--- config.mk ---
export PLATFORM = sky130hd
export DESIGN_NAME = fetch_unit
export DESIGN_NICKNAME = d
export VERILOG_FILES = /design/src/rtl/fetch_unit.sv
export SDC_FILE = /design/constraint.sdc
export NUM_CORES = 1
export LEC_CHECK = 0
export BUFFER_PORTS_ARGS = -buffer_cell sky130_fd_sc_hd__buf_4
export CAP_MARGIN = 20
export CORE_MARGIN = 2
export CORE_UTILIZATION = 40
export DETAILED_ROUTE_END_ITERATION = 10
export PLACE_DENSITY = 0.58
export SETUP_SLACK_MARGIN = 0.15
export SLEW_MARGIN = 20
export SYNTH_ARGS = -nofsm -noshare
export SYNTH_HDL_FRONTEND = slang
export SYNTH_SLANG_ARGS = --single-unit
--- constraint.sdc ---
create_clock -name clk -period 5.8 [get_ports clk]
set_clock_uncertainty 0.05 [all_clocks]
set_input_delay 0.58 -clock clk [delete_from_list [all_inputs] [get_ports clk]]
set_output_delay 0.58 -clock clk [all_outputs]
set_load 0.005 [all_outputs]
--- src/rtl/fetch_unit.sv ---
// Instruction-fetch front end: owns the PC, issues one instruction-memory read
// per cycle, buffers {instr, pc} pairs in a small prefetch FIFO and presents
// the head to decode over a valid/ready handshake. A taken-branch redirect
// flushes the FIFO and restarts fetch at the new (word-aligned) PC.
module fetch_unit #(
  parameter int              PC_W     = 64,
  parameter int              ADDR_W   = 5,
  parameter int              DEPTH    = 4,
  parameter logic [PC_W-1:0] RESET_PC = '0
) (
  input  logic              clk,
  input  logic              reset,
  input  logic              fetch_en,
  output logic              imem_rd_en,
  output logic [ADDR_W-1:0] imem_addr,
  input  logic [31:0]       imem_instr,
  input  logic              redirect,
  input  logic [PC_W-1:0]   redirect_pc,
  output logic              if_valid,
  input  logic              if_ready,
  output logic [31:0]       if_instr,
  output logic [PC_W-1:0]   if_pc
);

  localparam int PTR_W = $clog2(DEPTH);
  localparam int CNT_W = $clog2(DEPTH + 1);

  logic [PC_W-1:0]  pc_reg;
  logic [PTR_W-1:0] head_reg;
  logic [PTR_W-1:0] tail_reg;
  logic [CNT_W-1:0] count_reg;

  logic [31:0]     instr_arr [DEPTH];
  logic [PC_W-1:0] pc_arr    [DEPTH];

  logic full;
  logic pop;
  logic push;
  logic [PC_W-1:0] redirect_aligned;

  // Handshake and fetch-enable decode. The head is hidden during reset so a
  // mid-operation reset never presents stale entries, and a redirect blocks
  // both the pop and the read so nothing from the wrong path is consumed.
  assign full             = (count_reg == CNT_W'(DEPTH));
  assign if_valid         = (count_reg != '0) && !reset;
  assign pop              = if_valid && if_ready && !redirect;
  assign push             = fetch_en && !redirect && !reset && (!full || pop);
  assign imem_rd_en       = push;
  assign imem_addr        = pc_reg[ADDR_W+1:2];
  assign redirect_aligned = redirect_pc & ~PC_W'(3);

  // Head is read combinationally; outputs are zeroed while empty so nothing
  // from an old entry leaks onto the decode bus.
  assign if_instr = if_valid ? instr_arr[head_reg] : '0;
  assign if_pc    = if_valid ? pc_arr[head_reg]    : '0;

  // Per-entry storage: each slot captures the memory word and its PC when
  // the tail points at it. Data is not reset; count gates its visibility.
  genvar gi;
  generate
    for (gi = 0; gi < DEPTH; gi++) begin : g_entry
      logic [31:0]     instr_q;
      logic [PC_W-1:0] pc_q;

      // Capture the fetched word and its PC on a push into this slot
      always_ff @(posedge clk) begin
        if (push && (tail_reg == PTR_W'(gi))) begin
          instr_q <= imem_instr;
          pc_q    <= pc_reg;
        end
      end

      assign instr_arr[gi] = instr_q;
      assign pc_arr[gi]    = pc_q;
    end
  endgenerate

  // PC, pointers and occupancy: reset beats redirect, redirect beats
  // push/pop. Pointers wrap naturally because DEPTH is a power of two.
  always_ff @(posedge clk) begin
    if (reset) begin
      pc_reg    <= RESET_PC;
      head_reg  <= '0;
      tail_reg  <= '0;
      count_reg <= '0;
    end else if (redirect) begin
      pc_reg    <= redirect_aligned;
      head_reg  <= '0;
      tail_reg  <= '0;
      count_reg <= '0;
    end else begin
      if (push) begin
        pc_reg   <= pc_reg + PC_W'(4);
        tail_reg <= tail_reg + PTR_W'(1);
      end
      if (pop) begin
        head_reg <= head_reg + PTR_W'(1);
      end
      case ({push, pop})
        2'b10:   count_reg <= count_reg + CNT_W'(1);
        2'b01:   count_reg <= count_reg - CNT_W'(1);
        default: count_reg <= count_reg;
      endcase
    end
  end

endmodule

==> impl_metrics.env <==
export IMPL_antenna_found_initial=2
export IMPL_ys_warn_count=0
export IMPL_cts_buffers=46
export IMPL_overflow=0
export IMPL_drive_gt1_share_pct=30.3
export IMPL_p_comb_share_pct=4.0
export IMPL_tightest_slew_ns=1.06
export IMPL_dp_final_hpwl_mm=27.2
export IMPL_ys_seq_elements=445
export IMPL_die_area_um2=47600
export IMPL_htreeDepth=2
export IMPL_vias_per_cell=5.40
export IMPL_critPathMaxStageDelay_ns=1.04
export IMPL_core_area_um2=45400
export IMPL_multiInputGateArea_um2=5350
export IMPL_holdCritPathClass="in -> reg"
export IMPL_cts_tree="yes"
export IMPL_required_ns=5.17
export IMPL_dr_first_iter_drc_count=820
export IMPL_use_met3_pct=3.37
export IMPL_grtUsageMet2_pct=29.2
export IMPL_fin_tns_setup_ns=0
export IMPL_rsz0062_at_grt="false"
export IMPL_drc=0
export IMPL_synthTopCellsByArea="edfxtp_1, mux4_2, dfxtp_1, and2_1, xnor2_1"
export IMPL_timing_fmax_mhz=278
export IMPL_startpoint_type="flip-flop"
export IMPL_arrival_ns=2.97
export IMPL_p_int_mw=5.35
export IMPL_async_reset_ff_share_pct=0
export IMPL_dieHeight_um=218
export IMPL_final_common_cell="edfxtp_1"
export IMPL_post_cts_resized=0
export IMPL_fin_area_um2=22000
export IMPL_vias=10600
export IMPL_dp_cells=1870
export IMPL_cts_buffer_depth=3
export IMPL_cts_hold_buf=0
export IMPL_outcome="complete, no violations"
export IMPL_synthCells=1127
export IMPL_syn_area_um2=18400
export IMPL_critPathMaxFanout=63
export IMPL_report_final_slew_viol_count=0
export IMPL_grt_busiest_layer="met2"
export IMPL_die_w_um=218
export IMPL_clk_latency_ns=0.57
export IMPL_cts_sinks=445
export IMPL_area_delta_synth_final_pct=19.8
export IMPL_vdd_drop_max_uv=234
export IMPL_wl_per_cell_um=22.3
export IMPL_ys_seq_area_share_pct=69.0
export IMPL_core_rowCount=78
export IMPL_yosysUniqueCellTypes=61
export IMPL_slowest_stage="dfxtp_4"
export IMPL_cts_root_buf="clkbuf_16"
export IMPL_synth_enable_flop_cells=376
export IMPL_place_area_um2=20500
export IMPL_gp_congestion=0.807
export IMPL_io_buffers=199
export IMPL_setup_violations=0
export IMPL_use_met1_pct=26.0
export IMPL_crit_top_cell="buf_4"
export IMPL_leakagePower_nw=7.32
export IMPL_cp_cell_sequence="buf_4, mux4_2, and2_1, buf_4"
export IMPL_track_usage_pct=18.5
export IMPL_drtAntennaViolNets=0
export IMPL_maxCapViolCount=0
export IMPL_hold_viol=0
export IMPL_r2r_setup_slack_ns=2.63
export IMPL_max_slew_margin_rel_pct=29.2
export IMPL_clkTransAtPathRegs_ns=0.06
export IMPL_grt_pass1_vias=10500
export IMPL_final_cells=1959
export IMPL_synth_flop_cell="edfxtp_1"
export IMPL_p_clk_share_pct=42.7
export IMPL_power_density_nw_per_um2=308
export IMPL_crit_path_end_kind="output pin"
export IMPL_largest_reg_flops=248
export IMPL_wl_mm=43.7
export IMPL_grt_max_degree=81
export IMPL_swShare_pct=20.9
export IMPL_yosys_area_top_type="edfxtp_1"
export IMPL_num_io_pins=204
export IMPL_fin_crit_sh_pct=62.1
export IMPL_period_needed_ns=3.60
export IMPL_regArea_um2=12700
export IMPL_grt_pass1_wl_mm=65.7
export IMPL_switching_power_mw=1.42
export IMPL_worstSetupPathType="reg -> out"
export IMPL_drt_pass1_iterations=5
export IMPL_layout_common_cells="edfxtp_1, buf_4, and2_1, mux4_2, dfxtp_1"
export IMPL_start_util_pct=40.5
export IMPL_avgSynthCellArea_um2=16.3
export IMPL_nets=1426
export IMPL_fillers=3874
export IMPL_cts_setup_buffers=0
export IMPL_power_frac_seq_pct=53.3
export IMPL_synth_top_area_share_pct=61.5
final timing paths:
check | startpoint | end | cells past startpoint
hold / removal | imem_instr[14] | g_entry[0].instr_q[14] | 1
setup reg to reg | pc_reg[2] | pc_reg[62] | 7
setup / recovery | head_reg[1] | if_pc[63] | 4
hold reg to reg | tail_reg[1] | tail_reg[1] | 2
per-stage QoR:
step,hold WS [ns],setup WS [ns],utilization [%],total power [mW]
6_report,0.163,2.20,48.5,6.77
5_1_grt,0.127,2.01,48.5,6.99
4_1_cts,0.123,1.96,48.4,6.85
3_5_place_dp,0.447,2.15,45.1,3.95
3_3_place_gp,0.431,2.13,45.1,3.94
2_1_floorplan,0.408,1.38,-,3.79
power groups by stage:
stage	Clock, mW	Sequential (mW)	Combinational, mW
2_1_floorplan	0	3.64	0.144
3_3_place_gp	0	3.67	0.272
3_5_place_dp	0	3.68	0.275
4_1_cts	2.97	3.61	0.276
5_1_grt	3.08	3.61	0.297
6_report	2.89	3.61	0.272
routing by layer:
layer | share of wire (%) | vias to the layer above
li1 | - | 4812
met1 | 45 | 5377
met2 | 47 | 325
met3 | 5.9 | 70
met4 | 2.6 | 0
met5 | 0 | -
critical path: cells and delay by family (launching register included):
kind	cells	cell delay, ns
buffers and inverters	2	0.71
flip-flops	1	1.04
multiplexers	1	0.43
AND/OR/NAND/NOR	1	0.19
cell usage after synthesis, drive strengths merged, types with 8 or more instances:
cell type	instances
nor4	18
and3	9
mux4	94
nand4	23
inv	13
clkbuf	49
nor2	52
xnor2	36
o22ai	9
edfxtp	376
a31oi	11
nor3	28
nand3	25
buf	22
a21oi	37
nand2	49
o21ai	17
and2	106
o311ai	8
a211oi	15
dfxtp	69
a22oi	9
cell type report:
type / instances / share of cell area [%]
inverter: 13 / 0.222
antenna: 2 / 0.0228
multi-input combinational: 599 / 24.3
timing repair buffer: 214 / 7.59
clock inverter: 18 / 0.825
tap: 600 / 3.41
clock buffer: 68 / 5.93
sequential: 445 / 57.7
logic make-up (layout without fill, tap and decap cells):
logic type,count (synthesis),count (layout),share of synthesized area [%]
compound gates,122,122,4.42
xor+xnor,39,39,1.86
fa+ha+maj,6,6,0.450
buf+inv,84,313,1.98
flops,445,445,69.0
mux,99,99,11.8
other cells,1,4,0.0204
simple gates,331,331,10.5
Power figures use the tool's default switching activity.
